### src/rtl/move_ctrl_pkg.sv
// Shared display constants, direction bit indices and FSM encoding for move_ctrl.
// The clamp helper keeps the 11-bit signed next position inside the visible object range.
package move_ctrl_pkg;

    localparam int unsigned H_VIS_DEF = 640;
    localparam int unsigned V_VIS_DEF = 480;

    localparam int unsigned POS_W  = 10;
    localparam int unsigned CALC_W = 11;

    // Bit positions inside the {u,d,l,r} direction vector
    localparam int unsigned DIR_R = 0;
    localparam int unsigned DIR_L = 1;
    localparam int unsigned DIR_D = 2;
    localparam int unsigned DIR_U = 3;

    typedef enum logic [1:0] {
        ST_WAIT   = 2'd0,
        ST_CALC   = 2'd1,
        ST_COMMIT = 2'd2
    } state_e;

    function automatic logic [POS_W-1:0] clamp_axis(
        input logic signed [CALC_W-1:0] v,
        input logic signed [CALC_W-1:0] hi
    );
        logic [POS_W-1:0] res;
        if (v < 0) begin
            res = '0;
        end else if (v > hi) begin
            res = hi[POS_W-1:0];
        end else begin
            res = v[POS_W-1:0];
        end
        return res;
    endfunction

endpackage

### src/rtl/move_ctrl_btn_debounce.sv
// Button input path: 2-FF synchronizer followed by a stable-count debouncer.
// The level flips only after DEB_CYCLES consecutive disagreeing samples; any bounce restarts.
module move_ctrl_btn_debounce #(
    parameter int unsigned DEB_CYCLES = 500000
) (
    input  logic clk,
    input  logic reset,
    input  logic btn,
    output logic level
);

    localparam int unsigned CNT_W = $clog2(DEB_CYCLES + 1);

    logic [1:0]       sync_q;
    logic [CNT_W-1:0] cnt_q, cnt_d;
    logic             level_q, level_d;

    always_ff @(posedge clk or negedge reset) begin
        if (!reset) begin
            sync_q  <= '0;
            cnt_q   <= '0;
            level_q <= 1'b0;
        end else begin
            sync_q  <= {sync_q[0], btn};
            cnt_q   <= cnt_d;
            level_q <= level_d;
        end
    end

    always_comb begin
        cnt_d   = '0;
        level_d = level_q;
        if (sync_q[1] != level_q) begin
            if (cnt_q == CNT_W'(DEB_CYCLES - 1)) begin
                level_d = sync_q[1];
            end else begin
                cnt_d = cnt_q + 1'b1;
            end
        end
    end

    assign level = level_q;

endmodule

### src/rtl/move_ctrl.sv
// Per-frame motion controller: debounced buttons move a clamped object once per vertical blank.
// A held direction accelerates the step; positions only change in the WAIT->CALC->COMMIT pass.
module move_ctrl
    import move_ctrl_pkg::*;
#(
    parameter int unsigned H_VIS        = H_VIS_DEF,
    parameter int unsigned V_VIS        = V_VIS_DEF,
    parameter int unsigned OBJ_SIZE     = 16,
    parameter int unsigned DEB_CYCLES   = 500000,
    parameter int unsigned STEP_MIN     = 1,
    parameter int unsigned STEP_MAX     = 4,
    parameter int unsigned ACCEL_FRAMES = 8,
    parameter int unsigned X_INIT       = 312,
    parameter int unsigned Y_INIT       = 232
) (
    input  logic             clk,
    input  logic             reset,
    input  logic             u,
    input  logic             d,
    input  logic             l,
    input  logic             r,
    input  logic [POS_W-1:0] pix_x,
    input  logic [POS_W-1:0] pix_y,
    output logic [POS_W-1:0] obj_x,
    output logic [POS_W-1:0] obj_y,
    output logic             frame_tick,
    output logic             moving
);

    localparam int unsigned STEP_W = $clog2(STEP_MAX + 1);
    localparam int unsigned CNT_W  = $clog2(ACCEL_FRAMES + 1);
    localparam logic signed [CALC_W-1:0] X_MAX = CALC_W'(H_VIS - OBJ_SIZE);
    localparam logic signed [CALC_W-1:0] Y_MAX = CALC_W'(V_VIS - OBJ_SIZE);

    logic [3:0] btn_raw, dir_deb;

    assign btn_raw = {u, d, l, r};

    for (genvar i = 0; i < 4; i++) begin : g_deb
        move_ctrl_btn_debounce #(
            .DEB_CYCLES(DEB_CYCLES)
        ) u_deb (
            .clk  (clk),
            .reset(reset),
            .btn  (btn_raw[i]),
            .level(dir_deb[i])
        );
    end

    // Reset release is synchronized so the FSM never starts on a partial deassertion
    logic [1:0] rst_sync_q;
    logic       cmp, cmp_q, frame_tick_q;

    assign cmp = (pix_y == POS_W'(V_VIS)) && (pix_x == '0);

    always_ff @(posedge clk or negedge reset) begin
        if (!reset) begin
            rst_sync_q   <= '0;
            cmp_q        <= 1'b0;
            frame_tick_q <= 1'b0;
        end else begin
            rst_sync_q   <= {rst_sync_q[0], 1'b1};
            cmp_q        <= cmp;
            frame_tick_q <= cmp && !cmp_q;
        end
    end

    assign frame_tick = frame_tick_q;

    state_e             state_q, state_d;
    logic [3:0]         dir_q, dir_d, prev_dir_q, prev_dir_d;
    logic [STEP_W-1:0]  step_q, step_d;
    logic [CNT_W-1:0]   frame_cnt_q, frame_cnt_d;
    logic [POS_W-1:0]   nx_q, nx_d, ny_q, ny_d;
    logic [POS_W-1:0]   obj_x_q, obj_x_d, obj_y_q, obj_y_d;

    always_ff @(posedge clk or negedge reset) begin
        if (!reset) begin
            state_q     <= ST_WAIT;
            dir_q       <= '0;
            prev_dir_q  <= '0;
            step_q      <= STEP_W'(STEP_MIN);
            frame_cnt_q <= '0;
            nx_q        <= POS_W'(X_INIT);
            ny_q        <= POS_W'(Y_INIT);
            obj_x_q     <= POS_W'(X_INIT);
            obj_y_q     <= POS_W'(Y_INIT);
        end else begin
            state_q     <= state_d;
            dir_q       <= dir_d;
            prev_dir_q  <= prev_dir_d;
            step_q      <= step_d;
            frame_cnt_q <= frame_cnt_d;
            nx_q        <= nx_d;
            ny_q        <= ny_d;
            obj_x_q     <= obj_x_d;
            obj_y_q     <= obj_y_d;
        end
    end

    assign obj_x = obj_x_q;
    assign obj_y = obj_y_q;

    logic signed [CALC_W-1:0] step_s, x_cur, y_cur, x_sum, y_sum;

    always_comb begin
        step_s = $signed({{(CALC_W - STEP_W){1'b0}}, step_q});
        x_cur  = $signed({1'b0, obj_x_q});
        y_cur  = $signed({1'b0, obj_y_q});
        x_sum  = x_cur;
        y_sum  = y_cur;
        if (dir_q[DIR_R] && !dir_q[DIR_L]) begin
            x_sum = x_cur + step_s;
        end else if (dir_q[DIR_L] && !dir_q[DIR_R]) begin
            x_sum = x_cur - step_s;
        end
        if (dir_q[DIR_D] && !dir_q[DIR_U]) begin
            y_sum = y_cur + step_s;
        end else if (dir_q[DIR_U] && !dir_q[DIR_D]) begin
            y_sum = y_cur - step_s;
        end
    end

    // A fresh direction counts as the first frame of its run
    logic              same_dir;
    logic [STEP_W-1:0] base_step, acc_step;
    logic [CNT_W-1:0]  run_cnt, acc_cnt;

    always_comb begin
        same_dir  = (dir_q == prev_dir_q);
        base_step = same_dir ? step_q : STEP_W'(STEP_MIN);
        run_cnt   = same_dir ? frame_cnt_q + 1'b1 : CNT_W'(1);
        acc_step  = base_step;
        acc_cnt   = run_cnt;
        if (dir_q == '0) begin
            acc_step = STEP_W'(STEP_MIN);
            acc_cnt  = '0;
        end else if (run_cnt >= CNT_W'(ACCEL_FRAMES)) begin
            acc_cnt = '0;
            if (base_step < STEP_W'(STEP_MAX)) begin
                acc_step = base_step + 1'b1;
            end
        end
    end

    always_comb begin
        state_d     = state_q;
        dir_d       = dir_q;
        prev_dir_d  = prev_dir_q;
        step_d      = step_q;
        frame_cnt_d = frame_cnt_q;
        nx_d        = nx_q;
        ny_d        = ny_q;
        obj_x_d     = obj_x_q;
        obj_y_d     = obj_y_q;
        moving      = 1'b0;
        unique case (state_q)
            ST_WAIT: begin
                if (frame_tick_q && rst_sync_q[1]) begin
                    state_d = ST_CALC;
                    dir_d   = dir_deb;
                end
            end
            ST_CALC: begin
                nx_d        = clamp_axis(x_sum, X_MAX);
                ny_d        = clamp_axis(y_sum, Y_MAX);
                step_d      = acc_step;
                frame_cnt_d = acc_cnt;
                prev_dir_d  = dir_q;
                state_d     = ST_COMMIT;
            end
            ST_COMMIT: begin
                obj_x_d = nx_q;
                obj_y_d = ny_q;
                moving  = (nx_q != obj_x_q) || (ny_q != obj_y_q);
                state_d = ST_WAIT;
            end
            default: state_d = ST_WAIT;
        endcase
    end

endmodule
### config.mk
export PLATFORM = sky130hd
export DESIGN_NAME = move_ctrl
export DESIGN_NICKNAME = d
export VERILOG_FILES = /design/src/rtl/move_ctrl_pkg.sv /design/src/rtl/move_ctrl_btn_debounce.sv /design/src/rtl/move_ctrl.sv
export SDC_FILE = /design/constraint.sdc
export NUM_CORES = 1
export LEC_CHECK = 0
export ABC_AREA = 1
export CAP_MARGIN = 40
export CORE_MARGIN = 5
export CORE_UTILIZATION = 25
export DETAILED_ROUTE_END_ITERATION = 16
export DONT_BUFFER_PORTS = 1
export PLACE_DENSITY = 0.41
export SLEW_MARGIN = 20
export SYNTH_ARGS = -nofsm -noshare
export SYNTH_HDL_FRONTEND = slang
export SYNTH_SLANG_ARGS = --single-unit
export TNS_END_PERCENT = 50
### constraint.sdc
create_clock -name clk -period 2.21 [get_ports clk]
set_input_delay 0.221 -clock clk [delete_from_list [all_inputs] [get_ports clk]]
set_output_delay 0.221 -clock clk [all_outputs]
set_load 0.1 [all_outputs]
==> results.cfg, run 1 <==
[run_status]
status = finished, violations left
violations = hold timing, setup timing

[synthesis]
async_reset_ff_share_pct = 100
synth_most_common_cell = nand2_1
netlist-cell-type-count = 58
post-synth-top-area-fraction_pct = 39.9
synth_area_um2 = 8280
ys_ff_latch = 149
synth.largest_area_cell = dfrtp_1
yosys_warnings = 0
synth_common_cells = nand2_1 (245), inv_1 (150), dfrtp_1 (132)
synth-edff-count = 0
ys_seq_area_share_pct = 45.3
syn-num-nets = 1093
synthTopCellsByArea = dfrtp_1 (40%), nand2_1 (11%), inv_1 (6.8%)
syn_area_per_cell_um2 = 7.93
dominantRegCellSynth = dfrtp_1
netlist_instances = 1045

[setup_path]
cp-start-kind = flip-flop
path_max_fanout = 8
end_kind = flip-flop
worstSetupPathType = reg -> reg
cp.required_ps = 2540
cp.arrival_ps = 2720

[timing]
rsz0062_at_grt = yes
fmax_mhz = 417
fin_ws_ps = -186
final_max_slew_viol_count = 0
whs_ps = -515
max-slew-margin-rel_pct = 60.4
fin_crit_sh_pct = 108
tns_ps = -2440
worstMarginPinSlew_ps = 592
hold_violations = 149
setup_viol = 19
fin_skew_ps = 7.94
min_period_ps = 2400

[floorplan]
start_util_pct = 25.4
die_w_um = 192
rows = 66
core-area_um2 = 32600
io_pins = 48
die_h_um = 192
die-area_um2 = 36900

[layout]
stdcell_count = 1610
layout-drive-gt1-share_pct = 21.2
nFillCells = 3454
areaGrowthSynthToFinish_pct = 25.3
antenna_cells = 0
design_area_um2 = 10400
nets = 1203

[job]
max-cap-violations = 0

[global_route]
grt_usage_pct = 11.6
grt-ovfl-total = 0
grt_pass1_vias = 7042
antenna_found_initial = 0
grt_pass1_wl_mm = 35.0
grt_max_degree = 150

[drt]
antenna_left = 0
via_per_inst = 4.34
drt_iter0_drc = 296
drc = 0
wirelength_mm = 20.5
vias = 6981
first_pass_iters = 4
avgRoutedWirePerCell_um = 12.7

[cts]
cts_buffer_depth = 2
root_buffer = clkbuf_16
holdBufCountCts = 10
clk_pin_slew_ps = 70
cts_buffers = 17
clock-sinks = 149
htreeDepth = 4
cts_tree = done
worst_skew_pair.late_latency_ps = 430

[placement]
placed_cell_area_um2 = 9500
dpl.hpwl_mm = 14.5
gp_congestion = 0.822
dp.cells = 1556
io_buffers = 0
place_ws_ps = -213

[power_and_ir_drop]
max-vdd-ir-drop_mv = 0.529
p_per_area_nw_per_um2 = 552
finalPower_mw = 5.73
cellLeakagePower_nw = 4.76

[hold_path]
hp-class = in -> async
[report_power, final]
part | internal [mW] | switching (mW)
clock | 1.59 | 1.26
sequential | 2.76 | 0.0179
combinational | 0.0418 | 0.0586
[sequential cells by signal, indices dropped and copies added (netlist names), 8 cells and up]
name and count:
g_deb.u_deb.sync_q 8, nx_q 10, obj_y 10, ny_q 10, obj_x 10, g_deb.u_deb.cnt_q 76
[cells in the final DEF, fill, tap and decap left out, types with 17 or more instances in the layout]
cell type,count
nand2_1,233
inv_2,23
dfrtp_1,125
nand3_1,48
nor2_1,81
a21oi_1,51
buf_4,87
inv_1,142
o21ai_0,58
nor3_1,30
clkbuf_16,17
nand4_1,33
xor2_1,23
[worst max-delay path, cell delays in order, from the launching register on]
cell and delay, ps:
dfstp_2 610, ha_4 160, inv_2 30, fa_2 340, inv_2 60, nand2_2 70, nand2_4 100, nand2_4 60
nand2_2 70, nand2_1 50, nand2_1 60, nand2_2 60, nor2_2 110, nand2_2 80, a21oi_4 190, nand2_4 100
nand3b_1 90, nand2_1 50
[per-stage QoR]
stage	utilization [%]	hold slack, ps
floorplan	-	-74.6
global placement	29.1	-67.7
detailed placement	29.1	-68.8
CTS	31.5	-543
global route	31.8	-540
finish	31.8	-515
[timing repair]
item / 4_1_cts / 5_1_grt
gates resized for setup: 16 / 24
buffers inserted: 6 / 5
setup endpoints to repair: 20 / 23
pin swaps: 11 / 13
gates cloned: 1 / 0
hold endpoints to repair: 155 / 149
[kinds of logic (layout without fill, tap and decap cells)]
family | Yosys count | count (layout) | synth area share, %
other | 1 | 1 | 0.0453
and+or+nand+nor | 516 | 517 | 29.3
AOI/OAI and AO/OA | 145 | 145 | 9.68
xor gates and xnor gates | 30 | 30 | 3.17
adders and majority gates | 22 | 22 | 3.69
buffers and inverters | 178 | 300 | 8.26
muxes | 4 | 4 | 0.544
DFF | 149 | 149 | 45.3
[routing by layer]
layer | global-route usage, % | vias up | part of all wire (%)
li1 | - | 3617 | -
met1 | 15.9 | 3251 | 50
met2 | 18.7 | 97 | 46
met3 | 2.47 | 16 | 3.3
met4 | 3.24 | 0 | 1.2
met5 | 0 | - | 0
[path summary, 6_finish.rpt]
path	from	to	slack, ps	depth (start not counted)
worst max-delay path	step_q[0]$_DFFE_PN1N_	nx_q[1]$_DFFE_PN0N_	-190	17
worst min-delay path	reset	obj_x[7]$_DFFE_PN0P_	-510	0
worst max register to register	step_q[0]$_DFFE_PN1N_	nx_q[1]$_DFFE_PN0N_	-190	17
worst min register to register	g_deb[3].u_deb.sync_q[0]$_DFF_PN0_	g_deb[3].u_deb.sync_q[1]$_DFF_PN0_	350	0
max in group asynchronous	reset	obj_x[0]$_DFFE_PN0P_	2430	0
min in group clk	r	g_deb[0].u_deb.sync_q[0]$_DFF_PN0_	350	1
[cell type report]
type	instances	area, µm²	area share (%)
multi-input combinational	719	4050	39.0
sequential	149	3770	36.3
timing repair buffer	101	816	7.86
inverter	167	629	6.06
tap	442	553	5.33
clock buffer	19	443	4.27
clock inverter	13	119	1.14
Note: power is estimated with default switching activity, not from simulation.
==> inputs of run 2 (changes only) <==
Settings changed: CORE_ASPECT_RATIO set to 2.
==> results.cfg, run 2 (synthesis gave the netlist of run 1 again) <==
[floorplan]
die-area_um2 = 37100
core-area_um2 = 32800
rows = 94
io_pins = 48
start_util_pct = 25.2
die_h_um = 267
die_w_um = 139

[timing]
fin_ws_ps = -231
fin_skew_ps = 8.16
min_period_ps = 2440
fin_crit_sh_pct = 110
max-slew-margin-rel_pct = 62.4
setup_viol = 20
whs_ps = -525
fmax_mhz = 410
worstMarginPinSlew_ps = 562
final_max_slew_viol_count = 0
hold_violations = 149
rsz0062_at_grt = yes

[setup_path]
worst_path_max_delay_cell = dfstp_2
cp_common_cell = nand2_4
path_max_fanout = 8
r2r_start = step_q[0]$_DFFE_PN1N_
cp-start-kind = flip-flop
cp.arrival_ps = 2780
critPathMaxStageDelay_ps = 590
worstSetupPathType = reg -> reg
cp_cell_sequence = buf_12 > ha_4 > inv_2 > fa_2 > inv_2 > nand2_4 > nand2_4 > nand2_4 > nand2_4 > nand2_2 > nand2_1 > nand2_1 > nor2_1 > nand2_2 > a21oi_4 > nand2_4 > nand3b_1 > nand2_1
cp.required_ps = 2540
r2r_setup_slack_ps = -230
end_kind = flip-flop
startpoint = step_q[0]$_DFFE_PN1N_

[placement]
place_ws_ps = -327
dpl.hpwl_mm = 17.0
gp_congestion = 0.818
dp.cells = 1549
placed_cell_area_um2 = 9500
io_buffers = 0

[layout]
largest_reg_flops = 76
regMostFlops = g_deb.u_deb.cnt_q
final_common_cell = nand2_1
nFillCells = 3462
stdcell_count = 1601
areaGrowthSynthToFinish_pct = 25.7
design_area_um2 = 10400
final_cell_mix = nand2_1 (235), inv_1 (141), dfrtp_1 (125)
layout-drive-gt1-share_pct = 20.6
antenna_cells = 0
nets = 1205

[cts]
htreeDepth = 4
holdBufCountCts = 10
root_buffer = clkbuf_16
clock-sinks = 149
worst_skew_pair.late_latency_ps = 440
cts_tree = done
clk_pin_slew_ps = 70
cts_buffers = 17
cts_buffer_depth = 2

[global_route]
grt_use_met3_pct = 1.73
grt_pass1_wl_mm = 36.8
met2_usage_pct = 26.1
grtUsageMet1_pct = 11.5
grt_max_degree = 150
grt_pass1_vias = 7343
grt-ovfl-total = 0
antenna_found_initial = 0
grt_usage_pct = 12.5
grt_busiest_layer = met2

[power_and_ir_drop]
power.switching_mw = 1.31
cellLeakagePower_nw = 4.82
finalPower_mw = 5.80
p_per_area_nw_per_um2 = 558
swShare_pct = 22.5
internal-power_mw = 4.50
max-vdd-ir-drop_mv = 0.551
seqPwrFrac_pct = 47.8
combPwrFrac_pct = 1.7
clkPwrFrac_pct = 50.5

[drt]
drc = 0
via_per_inst = 4.41
drt_iter0_drc = 276
wirelength_mm = 22.6
antenna_left = 0
avgRoutedWirePerCell_um = 14.1
vias = 7053
first_pass_iters = 5

[job]
max-cap-violations = 0

[run_status]
status = finished, violations left
violations = hold timing, setup timing

[hold_path]
hp-class = in -> async
## run 2: cell count changes in the layout (fill, tap and decap cells not counted), moves of 2 or more
| cell | change |
|---|---|
| o21ai_1 | -4 |
| inv_6 | -3 |
| nor3_2 | -2 |
| nand2_2 | -4 |
| clkinv_2 | -3 |
| nand2_4 | +2 |
| o21ai_0 | +4 |
| nand2_1 | +2 |
| nor2_1 | +4 |
| nor2_2 | -5 |
| clkbuf_1 | +2 |
## run 2: path summary, 6_finish.rpt
kind	endpoint	cells past startpoint
max in group asynchronous	ny_q[3]$_DFFE_PN1N_	0
max reg2reg	nx_q[1]$_DFFE_PN0N_	18
min in group clk	g_deb[2].u_deb.sync_q[0]$_DFF_PN0_	1
max	nx_q[1]$_DFFE_PN0N_	18
min	g_deb[3].u_deb.cnt_q[14]$_DFF_PN0_	0
min reg2reg	g_deb[3].u_deb.sync_q[1]$_DFF_PN0_	0
## run 2: stage by stage
step                setup TNS [ps]  util [%]
finish                       -2790      31.7
global route                 -5870      31.7
CTS                          -3140      31.4
detailed placement           -4880      28.9
global placement             -4200      28.9
floorplan                    -2150         -
## run 2: area by class of cell
cell class,count,area [µm²],area share (%)
sequential,149,3770,36.2
timing repair buffer,103,847,8.14
inverter,167,629,6.05
clock buffer,21,450,4.33
tap,432,541,5.19
multi-input combinational,719,4050,38.9
clock inverter,10,124,1.19
## run 2: repair_timing
action / 4_1_cts / 5_1_grt
resized for setup: 16 / 19
buffers inserted: 5 / 5
endpoints found under the hold margin: 155 / 149
gates cloned: 1 / 0
pin swaps: 11 / 13
setup endpoints to repair: 20 / 24
## run 2: power by group through the flow
stage	clock network, mW	registers, mW	logic [mW]
CTS	3.06	2.77	0.104
detailed placement	0	2.82	0.0935
floorplan	0	2.82	0.0662
global route	3.13	2.78	0.116
finish	2.93	2.77	0.100
global placement	0	2.82	0.0931
## run 2: layer usage
layer	vias up	wire, µm
met1	3329	7940
met3	32	431
met2	85	13600
met5	-	0
li1	3607	-
met4	0	641
## run 2: critical path, delay by kind of cell, from the launching register on
family	cells	cell delay (ps)
flip-flops	1	590
AO/OA/AOI/OAI	1	190
AND/OR/NAND/NOR	12	850
buffers and inverters	3	230
adder cells (fa/ha/maj)	2	460
==> inputs of run 3 (changes only) <==
Settings changed: SETUP_SLACK_MARGIN set to 0.2.
==> results.cfg, run 3 (synthesis gave the netlist of run 1 again) <==
[global_route]
grt_pass1_vias = 7415
antenna_found_initial = 0
grt_max_degree = 150
grt_usage_pct = 12.6
grt-ovfl-total = 0
grt_pass1_wl_mm = 37.2

[setup_path]
cp.arrival_ps = 2780
path_max_fanout = 8
r2r_setup_slack_ps = -230
cp_common_cell = nand2_4
end_kind = flip-flop
cp-start-kind = flip-flop
worstSetupPathType = reg -> reg
critPathMaxStageDelay_ps = 590
worst_path_max_delay_cell = dfstp_2
cp_cell_sequence = buf_12 > ha_4 > inv_2 > fa_2 > inv_2 > nand2_4 > nand2_4 > nand2_4 > nand2_4 > nand2_2 > nand2_1 > nand2_1 > nor2_1 > nand2_2 > a21oi_4 > nand2_4 > nand3b_1 > nand2_1
cp.required_ps = 2540

[timing]
rsz0062_at_grt = yes
fin_skew_ps = 7.63
min_period_ps = 2440
fin_ws_ps = -232
fin_crit_sh_pct = 110
fmax_mhz = 410
whs_ps = -527
hold_violations = 149
setup_viol = 20
final_max_slew_viol_count = 0

[layout]
multi_input_area_um2 = 4230
final_cell_mix = nand2_1 (229), inv_1 (142), dfrtp_1 (121)
antenna_cells = 0
largest_reg_flops = 76
areaGrowthSynthToFinish_pct = 28.9
regMostFlops = g_deb.u_deb.cnt_q
nFillCells = 3447
seq_area_um2 = 3780
nets = 1212
layout-drive-gt1-share_pct = 23.6
final_common_cell = nand2_1

[power_and_ir_drop]
combPwrFrac_pct = 2.0
power.switching_mw = 1.32
finalPower_mw = 5.83
seqPwrFrac_pct = 47.7
internal-power_mw = 4.51
clkPwrFrac_pct = 50.4
cellLeakagePower_nw = 4.89
max-vdd-ir-drop_mv = 0.552
swShare_pct = 22.7
p_per_area_nw_per_um2 = 546

[floorplan]
die_h_um = 267
core-area_um2 = 32800
die-area_um2 = 37100
die_w_um = 139
start_util_pct = 25.2
io_pins = 48
rows = 94

[placement]
gp_congestion = 0.818
io_buffers = 0
place_ws_ps = -327
dpl.hpwl_mm = 17.0

[drt]
dr_wl_met3_um = 427
wl_met1_mm = 8.04
via_per_inst = 4.42
highest_layer = met4
drc = 0
met2_length_mm = 13.7
avgRoutedWirePerCell_um = 14.2
antenna_left = 0
drt_iter0_drc = 267
first_pass_iters = 4
wirelength_mm = 22.9
vias = 7101

[cts]
clock-sinks = 149
root_buffer = clkbuf_16
worst_skew_pair.late_latency_ps = 440
cts_buffer_depth = 2
clk_pin_slew_ps = 70
htreeDepth = 4
cts_buffers = 17
cts_tree = done
holdBufCountCts = 15

[hold_path]
hp-class = in -> async

[run_status]
status = finished, violations left
violations = hold timing, setup timing

[job]
max-cap-violations = 0
## run 3: cell types whose count changed in the layout (fill, tap and decap cells not counted), sizes merged
cell / previous run / this run
dlymetal6s4s: 0 / 1
dlygate4sd3: 10 / 14
buf: 93 / 95
## run 3: critical path, delay by kind of cell (launching register included)
family,cells,cell delay (ps)
buf+inv,3,230
simple gates,12,850
compound gates,1,190
flops,1,590
fa+ha+maj,2,460
## run 3: timing repair
action	CTS	global route
gates resized for setup	33	50
setup buffers	11	1
pin swaps	22	27
cloned	1	0
endpoints found under the setup margin	24	35
hold endpoints to repair	155	149
## run 3: metal layers
metal	vias to the layer above	GRT usage, %
met4	0	6.01
met3	37	1.73
li1	3627	-
met5	-	0
met2	79	26.4
met1	3358	11.6
## run 3: power groups by stage
| stage | clock (mW) | combinational [mW] | sequential (mW) |
|---|---|---|---|
| after floorplan | 0 | 0.0662 | 2.82 |
| after global placement | 0 | 0.0931 | 2.82 |
| after detailed placement | 0 | 0.0935 | 2.82 |
| after CTS | 3.06 | 0.112 | 2.78 |
| after global routing | 3.13 | 0.133 | 2.78 |
| final | 2.94 | 0.115 | 2.78 |
## run 3: metrics by stage
stage	util [%]	cell area, µm²	cells	setup TNS, ps
CTS	31.9	10500	1607	-3030
global placement	28.9	9500	1549	-4200
finish	32.5	10700	1608	-2710
detailed placement	28.9	9500	1549	-4880
floorplan	-	8380	1045	-2150
global route	32.5	10700	1608	-5720
## run 3: area by class of cell
type | count | area share (%)
clock inverter | 10 | 1.16
tap | 432 | 5.06
inverter | 167 | 5.90
multi-input combinational | 719 | 39.6
clock buffer | 21 | 4.22
sequential | 149 | 35.4
timing repair buffer | 110 | 8.62
## run 3: path summary, 6_finish.rpt
check	startpoint	endpoint	cells after the start
max	step_q[0]$_DFFE_PN1N_	nx_q[1]$_DFFE_PN0N_	18
min	reset	g_deb[3].u_deb.cnt_q[16]$_DFF_PN0_	0
max reg2reg	step_q[0]$_DFFE_PN1N_	nx_q[1]$_DFFE_PN0N_	18
min reg2reg	g_deb[3].u_deb.sync_q[0]$_DFF_PN0_	g_deb[3].u_deb.sync_q[1]$_DFF_PN0_	0
max in group asynchronous	reset	ny_q[3]$_DFFE_PN1N_	0
min in group clk	pix_y[3]	frame_tick$_DFF_PN0_	3
